### config.mk
export PLATFORM = sky130hd
export DESIGN_NAME = rst_sequencer
export DESIGN_NICKNAME = d
export VERILOG_FILES = /design/src/rtl/rst_sequencer.sv
export SDC_FILE = /design/constraint.sdc
export NUM_CORES = 1
export LEC_CHECK = 0
export ABC_AREA = 1
export CAP_MARGIN = 5
export CORE_MARGIN = 2
export CORE_UTILIZATION = 40
export DETAILED_ROUTE_END_ITERATION = 16
export PLACE_DENSITY = 0.69
export RECOVER_POWER = 50
export SLEW_MARGIN = 30
export SYNTH_ARGS = -nofsm -noshare
export SYNTH_HDL_FRONTEND = slang
export SYNTH_SLANG_ARGS = --single-unit
export TNS_END_PERCENT = 1
### constraint.sdc
create_clock -name clk_sys -period 3.4 [get_ports clk_sys]
set_input_delay 0.51 -clock clk_sys [delete_from_list [all_inputs] [get_ports clk_sys]]
set_output_delay 0.51 -clock clk_sys [all_outputs]
set_load 0.01 [all_outputs]
### src/rtl/rst_sequencer.sv
// Reset sequencer: async assertion, synchronised deassertion, hold-off, then staggered
// per-domain release. A software/debug request re-resets every domain except domain 0.
module rst_sequencer #(
  parameter int SYNC_STAGES  = 2,
  parameter int HOLD_CYCLES  = 16,
  parameter int NUM_DOMAINS  = 3,
  parameter int STAGE_GAP    = 4,
  parameter int SWRST_CYCLES = 8
) (
  input  logic                   clk_sys,
  input  logic                   rst_sys_n,
  input  logic                   ext_rst_req_i,
  output logic [NUM_DOMAINS-1:0] rst_domain_no,
  output logic                   rst_done_o,
  output logic [1:0]             rst_cause_o
);

  localparam int MAX_HG = (HOLD_CYCLES > STAGE_GAP) ? HOLD_CYCLES : STAGE_GAP;
  localparam int MAX_C  = (MAX_HG > SWRST_CYCLES) ? MAX_HG : SWRST_CYCLES;
  localparam int CW     = $clog2(MAX_C + 1);
  localparam int IW     = $clog2(NUM_DOMAINS);

  localparam logic [CW-1:0] HOLD_LAST = CW'(HOLD_CYCLES - 1);
  localparam logic [CW-1:0] GAP_LAST  = CW'(STAGE_GAP - 1);
  localparam logic [CW-1:0] SW_LEN    = CW'(SWRST_CYCLES);
  localparam logic [IW-1:0] IDX_LAST  = IW'(NUM_DOMAINS - 1);
  localparam logic [IW-1:0] IDX_ONE   = IW'(1);

  localparam logic [2:0] S_RESET   = 3'd0;
  localparam logic [2:0] S_HOLD    = 3'd1;
  localparam logic [2:0] S_RELEASE = 3'd2;
  localparam logic [2:0] S_RUN     = 3'd3;
  localparam logic [2:0] S_SWRST   = 3'd4;

  localparam logic [1:0] CAUSE_POR = 2'b01;
  localparam logic [1:0] CAUSE_SW  = 2'b10;

  if (SYNC_STAGES < 2)  begin : g_chk_sync  $error("SYNC_STAGES must be >= 2");  end
  if (HOLD_CYCLES < 1)  begin : g_chk_hold  $error("HOLD_CYCLES must be >= 1");  end
  if (NUM_DOMAINS < 2)  begin : g_chk_dom   $error("NUM_DOMAINS must be >= 2");  end
  if (STAGE_GAP < 1)    begin : g_chk_gap   $error("STAGE_GAP must be >= 1");    end
  if (SWRST_CYCLES < 1) begin : g_chk_swrst $error("SWRST_CYCLES must be >= 1"); end

  logic [2:0]             state_q, state_d;
  logic [SYNC_STAGES-1:0] sync_q, sync_d;
  logic [CW-1:0]          cnt_q, cnt_d;
  logic [IW-1:0]          idx_q, idx_d;
  logic [NUM_DOMAINS-1:0] dom_q, dom_d;
  logic                   done_q, done_d;
  logic [1:0]             cause_q, cause_d;

  // HOLD is entered on the same edge the synchroniser output first reads 1, so domain 0
  // lands exactly SYNC_STAGES+HOLD_CYCLES edges after the raw reset is first sampled high.
  always_comb begin
    state_d = state_q;
    sync_d  = sync_q;
    cnt_d   = cnt_q;
    idx_d   = idx_q;
    dom_d   = dom_q;
    done_d  = done_q;
    cause_d = cause_q;
    case (state_q)
      S_RESET: begin
        sync_d = {sync_q[SYNC_STAGES-2:0], 1'b1};
        cnt_d  = '0;
        if (sync_d[SYNC_STAGES-1]) state_d = S_HOLD;
      end
      S_HOLD: begin
        if (cnt_q == HOLD_LAST) begin
          state_d  = S_RELEASE;
          cnt_d    = '0;
          idx_d    = '0;
          dom_d[0] = 1'b1;
        end else begin
          cnt_d = cnt_q + 1'b1;
        end
      end
      S_RELEASE: begin
        if (idx_q == IDX_LAST) begin
          state_d = S_RUN;
          done_d  = 1'b1;
          cnt_d   = '0;
        end else if (cnt_q == GAP_LAST) begin
          cnt_d        = '0;
          idx_d        = idx_q + 1'b1;
          dom_d[idx_d] = 1'b1;
        end else begin
          cnt_d = cnt_q + 1'b1;
        end
      end
      S_RUN: begin
        if (ext_rst_req_i) begin
          state_d                  = S_SWRST;
          dom_d[NUM_DOMAINS-1:1]   = '0;
          done_d                   = 1'b0;
          cause_d                  = CAUSE_SW;
          cnt_d                    = '0;
        end
      end
      S_SWRST: begin
        // Counter saturates at the minimum length, then release waits for the request to drop.
        if (cnt_q != SW_LEN) begin
          cnt_d = cnt_q + 1'b1;
        end else if (!ext_rst_req_i) begin
          state_d  = S_RELEASE;
          cnt_d    = '0;
          idx_d    = IDX_ONE;
          dom_d[1] = 1'b1;
        end
      end
      default: begin
        state_d = S_RESET;
        dom_d   = '0;
        done_d  = 1'b0;
      end
    endcase
  end

  always_ff @(posedge clk_sys or negedge rst_sys_n) begin
    if (!rst_sys_n) begin
      state_q <= S_RESET;
      sync_q  <= '0;
      cnt_q   <= '0;
      idx_q   <= '0;
      dom_q   <= '0;
      done_q  <= 1'b0;
      cause_q <= CAUSE_POR;
    end else begin
      state_q <= state_d;
      sync_q  <= sync_d;
      cnt_q   <= cnt_d;
      idx_q   <= idx_d;
      dom_q   <= dom_d;
      done_q  <= done_d;
      cause_q <= cause_d;
    end
  end

  assign rst_domain_no = dom_q;
  assign rst_done_o    = done_q;
  assign rst_cause_o   = cause_q;

endmodule
==> metrics, run 1 <==
Hold Violations, Final 0; clk_skew 6.83 ps; data required time of the critical path 2890 ps; WP data arrival 1380 ps; static leakage 0.738 nW; Hold WC Path Type reg -> reg; Slew Limit Fails 0; routed vias 1127; area of the mapped netlist roughly 1300 um^2; proportion of layout cells with a drive suffix above 1 0.200; Clock Latency Late Sink 310 ps; Routed Antenna Nets 0; initial antenna violation count 0; Worst-path clk slew 120 ps; root buffer cell clkbuf_4; RSZ-0062 raised after global routing false; Iteration-0 DRC Markers 100; area of the core 3050 um^2; area leader, netlist dfrtp_1; Hold Path Sink rst_cause_o[0]; CP endpoint kind output pin; post-layout util 0.467; Synth Net Count 181; CTS tree yes; MaxCap Viol Count 0; slowest cell on the critical path dfstp_2; Reg2Reg Setup Slack 1640 ps; CTS H-tree depth 1; grt ovf 0; top-area cell type share of the netlist area 0.309; Post-DP HPWL 2070 um; Max stage delay on crit path 550 ps; ranking of synthesized cells by area dfrtp_1 31%, nand2_1 11%, ha_1 7.7%, nand3_1 6.6%, inv_1 6.1%; Layout Area Growth over Synthesis 10.3%; pin count of the biggest net entering global routing 18; first-pass GRT wire length 4600 um; Syn Area/Cell 7.61 um^2; CP startpoint kind flip-flop; crit-path cells clkdlybuf4s50_1; R2R Path End idx_q[0]; cts repair resizes 0; Final #Nets 192; CP top delay family flip-flops; die area around 3700 um^2; Ports 9; # setup viols final 0; fin crit share 0.557; Synth Register Bits 17; row count 20; Setup TNS Final 0 ps; worst-path fanout max 2; DRC 0; Gate Count Post-Synth 170; Final GP Congestion 0.843; min cycle time layout between 1500 and 2000 ps; relative slew slack 0.475; via/cell ratio just over 5; GRT Total Usage 0.166; status finished clean; Clock Path Buffers 2; Slew @ Worst Pin 785 ps; critical path class reg -> out; Hold Startpoint rst_cause_o[0]; Seq/Total Area, Yosys 0.330; crit path buf inv count 1; Die X 60.9 um; WL/cell 11.8 um; vias in the first global route roughly 1100; initial core utilization 0.424; achievable clock frequency around 530 MHz; Routed WL 2640 um; TritonRoute pass-1 iters 4; port bufs 8; antenna cell count 0; Post-CTS Setup Bufs 0; Num CTS Buffers 3; Yosys cell types 23; Worst IR Drop VDD 0.500 mV; Die Ht 60.9 um; Worst R2R Path Depth 11; clock sinks 17; hold path depth 2; r2r startpoint cnt_q[0]; hold buffers post-CTS 0; Pwr per Cell Area 812 nW/um^2; Synth Warn # 0
[power breakdown]
part	internal, W	switching, W
sequential	0.000263	0.0000985
clock	0.0000450	0.0000752
combinational	0.000247	0.000430
total	0.000554	0.000603
[cells in the final DEF (no fill, tap or decap), types with 2 or more instances in the layout]
cell,synthesis,routed
nand2_1,38,39
inv_1,21,21
nand3_1,17,17
dfrtp_1,16,16
nand2_2,12,12
nand4_1,12,12
nor2_1,10,11
ha_1,8,8
o21ai_0,7,7
clkdlybuf4s50_1,0,7
inv_2,5,5
nor2_4,5,5
nor2_2,5,4
clkbuf_4,0,3
nand2_4,3,2
[worst max path at each step]
stage	to	depth (start not counted)	startpoint
final	rst_cause_o[0]	1	rst_cause_o[0]
after global routing	rst_cause_o[0]	1	rst_cause_o[0]
after CTS	rst_cause_o[0]	1	rst_cause_o[0]
after detailed placement	idx_q[0]	11	cnt_q[1]
after global placement	idx_q[0]	11	cnt_q[0]
after floorplan	idx_q[0]	11	cnt_q[0]
[logic make-up (layout without fill, tap and decap cells)]
group / count (synthesis) / in the layout / synth area share
AND/OR/NAND/NOR: 106 / 106 / 0.448
buffers and inverters: 29 / 39 / 0.102
flip-flops: 17 / 17 / 0.330
AO/OA/AOI/OAI: 9 / 9 / 0.0367
adder cells (fa/ha/maj): 8 / 8 / 0.0774
XOR/XNOR: 1 / 1 / 0.00677
[layer usage]
layer / vias to the layer above / GRT usage / wire [um] / share of wire
met4: 0 / 0.0559 / 19 / 0.0072
met3: 4 / 0.0448 / 111 / 0.042
met2: 26 / 0.292 / 1310 / 0.50
met1: 533 / 0.195 / 1190 / 0.45
met5: - / 0 / 0 / 0
li1: 564 / - / - / -
[registers in the layout, indices dropped and copies added, names as in the netlist]
name	count
idx_q	2
rst_done_o	1
state_q	3
rst_cause_o	2
sync_q	1
cnt_q	5
rst_domain_no	3
[layout make-up]
cell class	count	area (um^2)
clock buffers	3	22.5
clock inverters	1	7.51
fillers	318	1630
inverters	27	109
multi-input cells	124	726
flip-flops and latches	17	427
well taps	44	55.1
repair buffers	8	80.1
[Yosys cell counts]
library cell,number
buf_6,2
nand3b_1,1
nand2_2,12
o21bai_1,1
nor2_8,1
dfrtp_1,16
a21oi_1,1
ha_1,8
inv_1,21
nand3_1,17
inv_2,5
nand2_1,38
nor3_1,1
nor2_2,5
nand2_4,3
nand4_1,12
xor2_1,1
o21ai_0,7
inv_8,1
nor2_4,5
nor2_1,10
dfstp_2,1
nand3_2,1
[through the flow]
step / hold slack (ps) / std cells / area, um^2 / power [W] / worst slack [ps]
2_1_floorplan: 214 / 170 / 1290 / 0.000911 / 1900
3_3_place_gp: 441 / 220 / 1410 / 0.00103 / 1700
3_5_place_dp: 444 / 220 / 1410 / 0.00105 / 1630
4_1_cts: 463 / 224 / 1440 / 0.00118 / 1490
5_1_grt: 479 / 224 / 1430 / 0.00127 / 1460
6_report: 460 / 224 / 1430 / 0.00116 / 1510
No activity file was read; power rests on OpenSTA's default activity.
==> run 2: changes to the inputs <==
Settings changed: PLACE_DENSITY 0.69 to 0.71.
Clock period 3.4 ns to 1.6 ns, I/O delays scaled along.
==> run 2 against run 1 <==
Net effect: flip-flop and latch count is the same; first-iteration DRC count decreased by 90%; wire length shrank 2.9%; core utilization increased by 2.9 points; via count fell by 2.2%; hold slack got worse by 1.5 ps; critical path type is now reg -> reg; critical endpoint is now idx_q[1]; largest power group unchanged; highest routed layer unchanged.
==> metrics, run 2 (synthesized netlist as in run 1, its figures left out) <==
CTS tree yes; min cycle time layout 1510 ps; max reg flops 5; initial core utilization 0.424; DRC 0; clk_skew 11.0 ps; vias in the first global route 1091; Post-Place Cells 229; worst-path fanout max 3; Layout Area Growth over Synthesis 17.0%; initial antenna violation count 0; hold buffers post-CTS 0; grt ovf 0; port bufs 8; Reg2Reg Setup Slack about 90 ps; via/cell ratio 4.71; relative slew slack 0.357; WL/cell 10.9 um; data required time of the critical path 1790 ps; Clock Latency Late Sink ~300 ps; Slew Limit Fails 0; Hold WC Path Type reg -> reg; TritonRoute pass-1 iters 4; MaxCap Viol Count 0; Worst-path clk slew 110 ps; status finished clean; WHS 459 ps; Die Ht 60.9 um; commonest non-fill, non-tap cell in the layout nand2_1; Iteration-0 DRC Markers 10; achievable clock frequency roughly 660 MHz; clock sinks 17; # setup viols final 0; critical path class reg -> reg; post-layout util 0.496; RSZ-0062 raised after global routing true; fin crit share 0.944; Routed WL 2560 um; worst setup margin 90.0 ps; die area between 3000 and 4000 um^2; Routed Antenna Nets 0; Hold Violations, Final 0; CTS H-tree depth 1; area of the core about 3000 um^2; CP startpoint kind flip-flop; first-pass GRT wire length roughly 4600 um; row count 20; final std cells w/o fill 234; Worst IR Drop VDD 1.12 mV; Clock Path Buffers 2; Pwr per Cell Area approximately 1700 nW/um^2; static leakage between 0.7 and 0.8 nW; proportion of layout cells with a drive suffix above 1 0.263; GRT Total Usage 0.164; Top reg by flops cnt_q; antenna cell count 0; Final GP Congestion 0.801; routed vias 1102; Post-DP HPWL 2010 um; Slew @ Worst Pin 964 ps; WP data arrival 1700 ps; Num CTS Buffers 3; Place WS 24.5 ps; root buffer cell clkbuf_4; Ports 9; pin count of the biggest net entering global routing 18; CP endpoint kind flip-flop; most frequent cells in the layout 38 x nand2_1, 21 x inv_1, 16 x nand3_1, 16 x dfrtp_1; Die X 60.9 um; Final #Nets 202
==> run 2: changes by cell type in the layout (fill, tap and decap cells not counted), sizes merged <==
cell / previous run / this run
clkinvlp: 1 / 0
clkinv: 0 / 1
clkbuf: 3 / 4
dlygate4sd2: 0 / 1
clkdlybuf4s50: 7 / 6
buf: 0 / 9
==> run 2: per-stage QoR <==
step	TNS, ps	total power, W	cell area, um^2
floorplan	0	0.00194	1290
global placement	0	0.00229	1470
detailed placement	0	0.00230	1470
CTS	0	0.00255	1500
global route	-74.4	0.00279	1510
finish	0	0.00254	1510
==> run 2: timing repair <==
action	CTS	global route
gates resized for setup	1	3
buffers inserted	0	1
pin swaps	0	2
endpoints found under the setup margin	1	6
==> run 2: final timing paths <==
| path | start | endpoint | cells after the start |
|---|---|---|---|
| setup / recovery | cnt_q[0] | idx_q[1] | 11 |
| max in group asynchronous | rst_sys_n | cnt_q[0] | 2 |
| hold / removal | rst_cause_o[0] | rst_cause_o[0] | 2 |
| hold reg to reg | rst_cause_o[0] | rst_cause_o[0] | 2 |
| setup reg to reg | cnt_q[0] | idx_q[1] | 11 |
| min in group asynchronous | rst_sys_n | sync_q[0] | 2 |
==> run 2: cell type report <==
| type | count | area, um^2 |
|---|---|---|
| multi-input combinational | 124 | 746 |
| sequential | 17 | 427 |
| clock buffer | 3 | 22.5 |
| inverter | 27 | 109 |
| clock inverter | 1 | 5.00 |
| timing repair buffer | 18 | 150 |
| fill | 332 | 1540 |
| tap | 44 | 55.1 |
==> run 2: routing by layer <==
layer,vias up,part of all wire,track usage
li1,587,-,-
met1,491,0.47,0.210
met2,19,0.48,0.283
met3,5,0.033,0.0256
met4,0,0.016,0.0559
met5,-,0,0
==> run 2: worst max-delay path, stage by stage (launching register included) <==
cell     delay (ps)
dfrtp_1         370
ha_2            200
nand2_1          60
nor2_2          140
ha_1            150
inv_1            60
nand3_2          80
nand2_2          80
nor2_4          100
nand2_2          60
nand2_1          50
nand2_1          40
==> run 2: where the power goes <==
part	total [W]	switching, W	internal (W)
clock	0.000237	0.000144	0.0000932
sequential	0.000738	0.000179	0.000558
combinational	0.00156	0.000960	0.000605
